==> config.mk <==
export PLATFORM = sky130hd
export DESIGN_NAME = mem_bus_arbiter
export DESIGN_NICKNAME = d
export VERILOG_FILES = /design/src/rtl/mem_bus_arbiter.sv
export SDC_FILE = /design/constraint.sdc
export NUM_CORES = 1
export LEC_CHECK = 0
export ABC_AREA = 0
export CORE_AREA = 2 2 135 137
export CTS_CLUSTER_SIZE = 30
export DETAILED_ROUTE_END_ITERATION = 6
export DIE_AREA = 0 0 137 139
export PLACE_DENSITY = 0.71
export SETUP_SLACK_MARGIN = 0.05
export SYNTH_ARGS = -nofsm -noshare
export SYNTH_HDL_FRONTEND = slang
export SYNTH_SLANG_ARGS = --single-unit
==> constraint.sdc <==
create_clock -name clk -period 7 [get_ports clk]
set_clock_uncertainty 0.05 [all_clocks]
set_input_delay 1.4 -clock clk [delete_from_list [all_inputs] [get_ports clk]]
set_output_delay 1.4 -clock clk [all_outputs]
set_load 0.005 [all_outputs]
==> src/rtl/mem_bus_arbiter.sv <==
// mem_bus_arbiter
//   Two-master, one-slave arbiter for the native valid/ready memory bus. The CPU core (M0) and a
//   second requester (M1, loader/DMA) share one single-port memory/MMIO slave. Grants are
//   round-robin with one transaction per grant. A bus watchdog force-completes any transaction
//   the slave never acknowledges.
//
// Parameters
//   TIMEOUT_CYCLES  BUSY cycles without s_ready before forced completion; 0 disables the watchdog
//   ERR_RDATA       read data returned to the master on a timed-out transaction
//
// Ports
//   clk, resetn                      clock, synchronous active-low reset
//   mN_valid/instr/addr/wdata/wstrb  master N request and payload (N = 0, 1); wstrb 0 = read
//   mN_ready, mN_rdata               master N completion pulse and read data
//   s_valid/instr/addr/wdata/wstrb   request and payload of the granted master to the slave
//   s_ready, s_rdata                 slave completion pulse and read data
//   grant                            one-hot owner of the current transaction, 0 when idle
//   err, err_addr, err_clr           sticky timeout flag, first timed-out address, clear

module mem_bus_arbiter #(
   parameter int unsigned TIMEOUT_CYCLES = 256,
   parameter logic [31:0] ERR_RDATA      = 32'hDEAD_BEEF
) (
   input  logic        clk,
   input  logic        resetn,

   input  logic        m0_valid,
   input  logic        m0_instr,
   input  logic [31:0] m0_addr,
   input  logic [31:0] m0_wdata,
   input  logic [3:0]  m0_wstrb,
   output logic        m0_ready,
   output logic [31:0] m0_rdata,

   input  logic        m1_valid,
   input  logic        m1_instr,
   input  logic [31:0] m1_addr,
   input  logic [31:0] m1_wdata,
   input  logic [3:0]  m1_wstrb,
   output logic        m1_ready,
   output logic [31:0] m1_rdata,

   output logic        s_valid,
   output logic        s_instr,
   output logic [31:0] s_addr,
   output logic [31:0] s_wdata,
   output logic [3:0]  s_wstrb,
   input  logic        s_ready,
   input  logic [31:0] s_rdata,

   output logic [1:0]  grant,
   output logic        err,
   output logic [31:0] err_addr,
   input  logic        err_clr
);

   // Keep at least one bit so the watchdog-off build still elaborates.
   localparam int unsigned WdogW = (TIMEOUT_CYCLES > 0) ? $clog2(TIMEOUT_CYCLES + 1) : 1;
   localparam logic [WdogW-1:0] WdogLast = WdogW'(TIMEOUT_CYCLES - 1);

   typedef enum logic {StIdle, StBusy} state_e;

   state_e             r_state;
   logic [1:0]         r_grant;
   logic               r_last;
   logic [WdogW-1:0]   r_wdog;
   logic               r_err;
   logic [31:0]        r_err_addr;

   logic               w_busy;
   logic               w_sel;
   logic               w_m_valid;
   logic               w_tmo;
   logic               w_done;
   logic [31:0]        w_rdata;

   // Gated with resetn so nothing reaches the slave or a master while reset is held.
   assign w_busy    = (r_state == StBusy) && resetn;
   assign w_sel     = r_grant[1];
   assign w_m_valid = w_sel ? m1_valid : m0_valid;

   // A same-cycle s_ready beats the watchdog.
   assign w_tmo  = (TIMEOUT_CYCLES != 0) && w_busy && !s_ready && (r_wdog == WdogLast);
   assign w_done = w_busy && (s_ready || w_tmo);

   assign w_rdata = w_tmo ? ERR_RDATA : s_rdata;

   always_comb begin
      s_valid = 1'b0;
      s_instr = 1'b0;
      s_addr  = 32'h0;
      s_wdata = 32'h0;
      s_wstrb = 4'h0;
      if (w_busy) begin
         s_valid = w_m_valid && !w_tmo;
         s_instr = w_sel ? m1_instr : m0_instr;
         s_addr  = w_sel ? m1_addr  : m0_addr;
         s_wdata = w_sel ? m1_wdata : m0_wdata;
         s_wstrb = w_sel ? m1_wstrb : m0_wstrb;
      end
   end

   always_comb begin
      m0_ready = w_done && r_grant[0];
      m1_ready = w_done && r_grant[1];
      m0_rdata = (w_busy && r_grant[0]) ? w_rdata : 32'h0;
      m1_rdata = (w_busy && r_grant[1]) ? w_rdata : 32'h0;
   end

   assign grant    = r_grant;
   assign err      = r_err;
   assign err_addr = r_err_addr;

   always_ff @(posedge clk) begin
      if (!resetn) begin
         r_state    <= StIdle;
         r_grant    <= 2'b00;
         r_last     <= 1'b1;
         r_wdog     <= '0;
         r_err      <= 1'b0;
         r_err_addr <= 32'h0;
      end else begin
         // A new timeout wins over a same-cycle clear; after a clear it is the first again.
         if (w_tmo) begin
            r_err <= 1'b1;
            if (!r_err || err_clr) begin
               r_err_addr <= s_addr;
            end
         end else if (err_clr) begin
            r_err      <= 1'b0;
            r_err_addr <= 32'h0;
         end

         unique case (r_state)
            StIdle: begin
               // On a tie the master that did not own the last transaction wins.
               if (m0_valid && (!m1_valid || r_last)) begin
                  r_grant <= 2'b01;
                  r_state <= StBusy;
               end else if (m1_valid) begin
                  r_grant <= 2'b10;
                  r_state <= StBusy;
               end
            end
            StBusy: begin
               if (w_done) begin
                  r_state <= StIdle;
                  r_last  <= r_grant[1];
                  r_grant <= 2'b00;
                  r_wdog  <= '0;
               end else if (TIMEOUT_CYCLES != 0) begin
                  r_wdog <= r_wdog + 1'b1;
               end
            end
            default: begin
               r_state <= StIdle;
               r_grant <= 2'b00;
            end
         endcase
      end
   end

endmodule

==> results.sh, run 1 <==
export IMPL_status="finished clean"
export IMPL_clockBufferDepth=2
export IMPL_gp_congestion=0.745
export IMPL_yosysWarnings=0
export IMPL_postCtsResizedCells=0
export IMPL_dr_wl_met3_mm=1.53
export IMPL_antenna_found_initial=0
export IMPL_relSlewSlack_pct=28.7
export IMPL_cp_cell_sequence="clkdlybuf4s50_1 -> and4b_2 -> nor2_1 -> nor2_1 -> clkdlybuf4s50_1"
export IMPL_worst_pin_slew_ns=1.07
export IMPL_fin_setup_tns_ns=0
export IMPL_drc_errors=0
export IMPL_power_leakage_nw=2.46
export IMPL_drtIter0Drc=189
export IMPL_wl_per_cell_um=15.5
export IMPL_finalCriticalPeriod_ns=5.32
export IMPL_dpl_instance_area_mm2=0.00720
export IMPL_antenna_cells=0
export IMPL_area_delta_synth_final_pct=106
export IMPL_rsz0062_at_grt="false"
export IMPL_cts_setup_buffers=0
export IMPL_drv_cap=0
export IMPL_place_inst=1029
export IMPL_layout_commonest_cell="clkdlybuf4s50_1"
export IMPL_rows=49
export IMPL_hold_violations=0
export IMPL_critPathKind="input port to output port"
export IMPL_period_share_pct=76.1
export IMPL_hold_buffers=0
export IMPL_firstDrtPassIters=4
export IMPL_die_area_mm2=0.0190
export IMPL_cts_root_buf="clkbuf_16"
export IMPL_syn_nets=671
export IMPL_final_cells=1037
export IMPL_holdWs_ns=0.436
export IMPL_critical_path_arrival_ns=3.87
export IMPL_grt_total_usage_pct=16.3
export IMPL_postLayoutCellArea_mm2=0.00737
export IMPL_syn_inst=493
export IMPL_final_layout_size_suffix_gt1_share_pct=2.85
export IMPL_via_count=4755
export IMPL_ys_ff_latch=46
export IMPL_final_cell_mix="346 x clkdlybuf4s50_1, 150 x nor2_1, 72 x mux2i_1"
export IMPL_cpMaxStageDelayCell="and4b_2"
export IMPL_nNetsFinal=985
export IMPL_grt_pass1_wl_mm=24.7
export IMPL_syn_avg_cell_area_um2=7.26
export IMPL_crit_path_max_incr_delay_ns=0.81
export IMPL_dp_hpwl_mm=12.3
export IMPL_cts_sinks=46
export IMPL_die_h_um=139
export IMPL_wl_met1_mm=6.11
export IMPL_ys_seq_area_share_pct=25.7
export IMPL_cp_max_fo=40
export IMPL_peakVddDrop_mv=0.0874
export IMPL_tritoncts="yes"
export IMPL_coreArea_mm2=0.0177
export IMPL_totalWireLength_mm=16.1
export IMPL_gr_total_overflow=0
export IMPL_antenna_left=0
export IMPL_cp_required_ns=5.55
export IMPL_p_total_w=0.000787
export IMPL_drt_vias_per_instance=4.59
export IMPL_first_global_vias=4698
export IMPL_setup_viol=0
export IMPL_ys_types=30
export IMPL_synth_area_mm2=0.00358
export IMPL_io_buffers=346
export IMPL_clock_fmax_mhz=188
export IMPL_grt_max_degree=49
export IMPL_end_kind="output port"
export IMPL_dr_max_layer_used="met4"
export IMPL_die_width_um=137
export IMPL_route_met2_wl_mm=8.16
export IMPL_io_pins=347
export IMPL_final_max_slew_violation_count=0
export IMPL_powerDensity_mw_per_mm2=107
export IMPL_initial_core_util_pct=20.3
export IMPL_cts_made_buffers=5
export IMPL_htree_levels=2
export IMPL_hold_class="flop to flop"
export IMPL_clkTransAtPathRegs_ns=0.07
export IMPL_clk_latency_ns=0.28
export IMPL_start_kind="input port"
-- area by class of cell --
type	instances	area (um2)
clock inverters	2	37.5
multi-input cells	394	2430
repair buffers	357	3550
well taps	229	287
clock buffers	6	129
flip-flops and latches	46	925
fillers	1812	10300
inverters	3	11.3
-- where the power goes --
part,switching (W),total [W],internal (W)
clock network,0.000102,0.000271,0.000169
registers,0.00000955,0.000273,0.000264
logic,0.0000821,0.000243,0.000161
total,0.000194,0.000787,0.000594
-- critical path, delay by kind of cell --
kind | cells | cell delay, ns
AND/OR/NAND/NOR | 3 | 1.21
buffers and inverters | 2 | 1.25
-- per-layer routing --
metal / global-route usage (%) / vias up
met5: 0 / -
met4: 3.80 / 0
met3: 5.08 / 22
met2: 30.3 / 222
met1: 17.6 / 2150
li1: - / 2361
-- synthesized netlist by cell type, drive strengths merged --
cell | count | share of area [%]
nand3 | 7 | 0.98
buf | 20 | 3.0
and2 | 17 | 3.0
nor2b | 1 | 0.17
nand4b | 33 | 8.1
and2b | 1 | 0.21
nand2 | 13 | 1.4
nand2b | 2 | 0.35
o211ai | 33 | 6.9
o21ai | 4 | 0.56
a221oi | 1 | 0.24
xor2 | 1 | 0.24
nand4 | 1 | 0.17
or3b | 1 | 0.31
a21oi | 39 | 5.5
mux2 | 1 | 0.31
a21boi | 2 | 0.42
dfxtp | 46 | 26
nor3 | 4 | 0.56
or4 | 5 | 1.0
inv | 3 | 0.31
ha | 2 | 0.70
and4b | 1 | 0.28
o21bai | 1 | 0.21
clkbuf | 30 | 3.1
o31ai | 2 | 0.42
nor2 | 150 | 16
mux2i | 72 | 20
-- cells by family (layout without fill, tap and decap cells) --
logic type | count (synthesis) | after routing | share of synthesized area, %
and+or+nand+nor | 236 | 236 | 32.2
DFF | 46 | 46 | 25.7
xor gates and xnor gates | 1 | 1 | 0.245
AOI/OAI and AO/OA | 82 | 82 | 14.2
buffers and inverters | 53 | 368 | 6.46
muxes | 73 | 73 | 20.4
adders and majority gates | 2 | 2 | 0.699
-- sequential cells by signal (all words and copies together) (netlist names) --
| name | flops |
|---|---|
| err_addr | 32 |
| r_wdog | 9 |
| grant | 2 |
| err | 1 |
| r_last | 1 |
| r_state | 1 |
-- worst paths after layout --
path	endpoint	start	cells past startpoint	slack, ns
max	m1_rdata[2]	resetn	5	1.68
min	err_addr[3]$_SDFFE_PN0P_	err_addr[3]$_SDFFE_PN0P_	2	0.44
max reg2reg	err_addr[4]$_SDFFE_PN0P_	r_wdog[0]$_SDFFE_PN0P_	8	4.09
min reg2reg	err_addr[3]$_SDFFE_PN0P_	err_addr[3]$_SDFFE_PN0P_	2	0.44
-- stage by stage --
stage	worst slack [ns]	util, %
after global placement	1.70	40.8
after global routing	1.53	41.7
final	1.68	41.7
after floorplan	3.36	-
after CTS	1.65	41.7
after detailed placement	1.66	40.8
Note: power is estimated with default switching activity, not from simulation.
==> run 2: changes to the inputs <==
Settings changed: CORE_AREA 2 2 135 137 to 2 2 136 138, DIE_AREA 0 0 137 139 to 0 0 138 140, PLACE_DENSITY 0.71 to 0.7.
Clock period 7 ns to 5.5 ns, I/O delays scaled along.
==> results.sh, run 2 (same netlist as run 1, synthesis figures left out) <==
export IMPL_totalWireLength_mm=16.8
export IMPL_drtIter0Drc=190
export IMPL_grt_max_degree=54
export IMPL_cts_made_buffers=5
export IMPL_drc_errors=0
export IMPL_grt_pass1_wl_mm=26.1
export IMPL_final_max_slew_violation_count=0
export IMPL_pre_cts_slack_ns=0.858
export IMPL_final_cell_mix="346 x clkdlybuf4s50_1, 150 x nor2_1, 72 x mux2i_1"
export IMPL_end_kind="output port"
export IMPL_critical_path_arrival_ns=3.47
export IMPL_io_buffers=346
export IMPL_power_leakage_nw=2.48
export IMPL_coreArea_mm2=0.0178
export IMPL_finalCriticalPeriod_ns=4.62
export IMPL_drt_vias_per_instance=4.62
export IMPL_io_pins=347
export IMPL_powerDensity_mw_per_mm2=137
export IMPL_antenna_found_initial=0
export IMPL_die_area_mm2=0.0193
export IMPL_wl_per_cell_um=16.2
export IMPL_rsz0062_at_grt="false"
export IMPL_die_h_um=140
export IMPL_period_share_pct=83.9
export IMPL_hold_buffers=0
export IMPL_clock_fmax_mhz=217
export IMPL_dr_wl_met3_mm=1.25
export IMPL_dp_hpwl_mm=13.1
export IMPL_antenna_left=0
export IMPL_status="finished clean"
export IMPL_relSlewSlack_pct=25.8
export IMPL_nNetsFinal=986
export IMPL_rows=49
export IMPL_tritoncts="yes"
export IMPL_layout_commonest_cell="clkdlybuf4s50_1"
export IMPL_cp_max_fo=24
export IMPL_wl_met1_mm=6.55
export IMPL_dr_max_layer_used="met4"
export IMPL_postCtsResizedCells=0
export IMPL_peakVddDrop_mv=0.113
export IMPL_clk_latency_ns=0.28
export IMPL_n_fill_cell=1816
export IMPL_setup_ws_ns=0.884
export IMPL_cp_required_ns=4.35
export IMPL_htree_levels=2
export IMPL_final_cells=1038
export IMPL_multi_input_area_mm2=0.00243
export IMPL_worst_pin_slew_ns=1.11
export IMPL_finalCoreUtilization_pct=41.6
export IMPL_critPathKind="input port to output port"
export IMPL_grt_total_usage_pct=16.6
export IMPL_cts_sinks=46
export IMPL_start_kind="input port"
export IMPL_hold_path_depth=2
export IMPL_setup_viol=0
export IMPL_reg2regPathDepth=8
export IMPL_die_width_um=138
export IMPL_hold_class="flop to flop"
export IMPL_gp_congestion=0.873
export IMPL_drv_cap=0
export IMPL_holdWs_ns=0.443
export IMPL_area_delta_synth_final_pct=106
export IMPL_route_met2_wl_mm=8.79
export IMPL_final_layout_size_suffix_gt1_share_pct=3.09
export IMPL_clkTransAtPathRegs_ns=0.07
export IMPL_initial_core_util_pct=20.1
export IMPL_hold_violations=0
export IMPL_gr_total_overflow=0
export IMPL_first_global_vias=4810
export IMPL_firstDrtPassIters=4
export IMPL_largest_register_ffs=32
export IMPL_cts_setup_buffers=0
export IMPL_place_inst=1030
export IMPL_cts_root_buf="clkbuf_16"
export IMPL_seq_area_um2=925
export IMPL_via_count=4793
export IMPL_clockBufferDepth=2
export IMPL_fin_setup_tns_ns=0
export IMPL_antenna_cells=0
run 2: worst max-delay path, stage by stage:
cell and delay (ns):
clkdlybuf4s50_1 0.69, and4b_2 0.56, buf_4 0.38, nor2_1 0.10, nor2_1 0.12, clkdlybuf4s50_1 0.50
run 2: where the power goes:
| group | total (W) | switching (W) | internal (W) | leakage [nW] |
|---|---|---|---|---|
| combinational | 0.000313 | 0.000107 | 0.000206 | 2.02 |
| clock | 0.000351 | 0.000135 | 0.000215 | 0.0842 |
| sequential | 0.000349 | 0.0000135 | 0.000336 | 0.372 |
| total | 0.00101 | 0.000256 | 0.000757 | 2.48 |
run 2: metal layers:
layer / global-route usage, % / vias to the layer above
met3: 4.65 / 15
met2: 31.7 / 221
met1: 18.3 / 2193
met4: 3.33 / 0
li1: - / 2364
met5: 0 / -
run 2: worst paths after layout:
check                       startpoint                        end  slack [ns]
max reg2reg     r_wdog[0]$_SDFFE_PN0P_  err_addr[10]$_SDFFE_PN0P_        2.86
min          err_addr[24]$_SDFFE_PN0P_  err_addr[24]$_SDFFE_PN0P_        0.44
max                             resetn               m0_rdata[23]        0.88
min reg2reg  err_addr[24]$_SDFFE_PN0P_  err_addr[24]$_SDFFE_PN0P_        0.44
run 2: final cells by class:
| class | count | area share [%] |
|---|---|---|
| clock inverter | 3 | 0.593 |
| tap | 229 | 3.88 |
| timing repair buffer | 358 | 48.3 |
| inverter | 3 | 0.152 |
| sequential | 46 | 12.5 |
| multi-input combinational | 394 | 32.9 |
| clock buffer | 5 | 1.69 |
run 2: stage by stage:
stage	power [W]	cell area (um2)
detailed placement	0.000674	7220
finish	0.00101	7390
floorplan	0.000459	3580
CTS	0.00103	7390
global placement	0.000672	7220
global route	0.00107	7390
==> run 3: changes to the inputs <==
Clock period 5.5 ns to 4.6 ns, I/O delays scaled along.
==> results.sh, run 3 (same netlist as run 1, synthesis figures left out) <==
export IMPL_drv_cap=0
export IMPL_rows=49
export IMPL_r2r_start="r_wdog[0]$_SDFFE_PN0P_"
export IMPL_drtIter0Drc=199
export IMPL_cts_root_buf="clkbuf_16"
export IMPL_area_delta_synth_final_pct=106
export IMPL_die_h_um=140
export IMPL_final_max_slew_violation_count=0
export IMPL_status="finished clean"
export IMPL_wl_per_cell_um=15.9
export IMPL_grt_total_usage_pct=16.0
export IMPL_relSlewSlack_pct=29.2
export IMPL_powerDensity_mw_per_mm2=156
export IMPL_nNetsFinal=989
export IMPL_initial_core_util_pct=20.1
export IMPL_grt_max_degree=53
export IMPL_cp_startpoint="r_wdog[0]$_SDFFE_PN0P_"
export IMPL_clock_fmax_mhz=249
export IMPL_die_width_um=138
export IMPL_die_area_mm2=0.0193
export IMPL_end_kind="output port"
export IMPL_firstDrtPassIters=4
export IMPL_htree_levels=2
export IMPL_cp_required_ns=3.63
export IMPL_final_cells=1041
export IMPL_coreArea_mm2=0.0178
export IMPL_hold_buffers=0
export IMPL_totalWireLength_mm=16.5
export IMPL_first_global_vias=4751
export IMPL_finalCriticalPeriod_ns=4.02
export IMPL_grt_pass1_wl_mm=25.4
export IMPL_power_leakage_nw=2.47
export IMPL_cts_made_buffers=5
export IMPL_gr_total_overflow=0
export IMPL_rsz0062_at_grt="false"
export IMPL_clk_latency_ns=0.28
export IMPL_setup_viol=0
export IMPL_antenna_left=0
export IMPL_largest_register_ffs=32
export IMPL_gp_congestion=0.977
export IMPL_cts_setup_buffers=0
export IMPL_dp_hpwl_mm=13.0
export IMPL_layout_commonest_cell="clkdlybuf4s50_1"
export IMPL_hold_violations=0
export IMPL_peakVddDrop_mv=0.110
export IMPL_clockBufferDepth=2
export IMPL_postCtsResizedCells=0
export IMPL_drt_vias_per_instance=4.60
export IMPL_io_pins=347
export IMPL_antenna_cells=0
export IMPL_place_inst=1033
export IMPL_tritoncts="yes"
export IMPL_dpl_instance_area_mm2=0.00724
export IMPL_io_buffers=346
export IMPL_antenna_found_initial=0
export IMPL_critPathKind="flop to output port"
export IMPL_final_layout_size_suffix_gt1_share_pct=3.33
export IMPL_critical_path_arrival_ns=3.05
export IMPL_final_cell_mix="346 x clkdlybuf4s50_1, 150 x nor2_1, 72 x mux2i_1"
export IMPL_postLayoutCellArea_mm2=0.00739
export IMPL_cp_max_fo=12
export IMPL_drc_errors=0
export IMPL_worst_pin_slew_ns=1.06
export IMPL_period_share_pct=87.5
export IMPL_min_from="r_last$_SDFFE_PN1P_"
export IMPL_fin_setup_tns_ns=0
export IMPL_via_count=4790
export IMPL_start_kind="flop"
export IMPL_hold_class="flop to flop"
export IMPL_cts_sinks=46
export IMPL_clkTransAtPathRegs_ns=0.06
-- run 3: changes by cell type in the layout (fill, tap and decap cells not counted), sizes merged --
cell	change
clkbuf	+1
bufinv	-1
clkinv	+1
inv	-1
buf	+3
-- run 3: worst paths after layout --
kind	endpoint	cells past startpoint	slack, ns
max reg2reg	err_addr[10]$_SDFFE_PN0P_	9	2.02
min reg2reg	r_last$_SDFFE_PN1P_	2	0.44
min	r_last$_SDFFE_PN1P_	2	0.44
max	m0_rdata[18]	9	0.58
-- run 3: worst max-delay path, stage by stage (launching register included) --
cell and delay, ns:
dfxtp_1 0.40, ha_1 0.19, nand3_1 0.15, nor3_1 0.23, ha_1 0.29, and4b_2 0.41
buf_4 0.24, nor2_1 0.07, nor2_1 0.23, clkdlybuf4s50_1 0.55
-- run 3: cell type report --
type | instances | area (um2)
sequential | 46 | 925
inverter | 3 | 11.3
tap | 229 | 287
fill | 1846 | 10400
clock buffer | 6 | 129
clock inverter | 2 | 13.8
multi-input combinational | 394 | 2430
timing repair buffer | 361 | 3590
-- run 3: power breakdown --
part | leakage (nW) | switching [W] | internal (W)
logic | 2.03 | 0.000132 | 0.000248
clock network | 0.0708 | 0.000160 | 0.000202
registers | 0.372 | 0.0000109 | 0.000401
-- run 3: metal layers --
layer,GRT usage [%],wire length (um)
met1,17.9,6450
met2,29.4,8400
met3,4.72,1250
met4,5.16,418
met5,0,0
-- run 3: per-stage QoR --
stage                     util [%]  hold WS, ns  total power [W]  setup slack, ns
after floorplan                  -        0.395         0.000549             1.77
after global placement        40.7        0.406         0.000803            0.665
after detailed placement      40.7        0.421         0.000805            0.655
after CTS                     41.5        0.438          0.00118            0.557
after global routing          41.5        0.449          0.00121            0.353
final                         41.5        0.437          0.00115            0.577
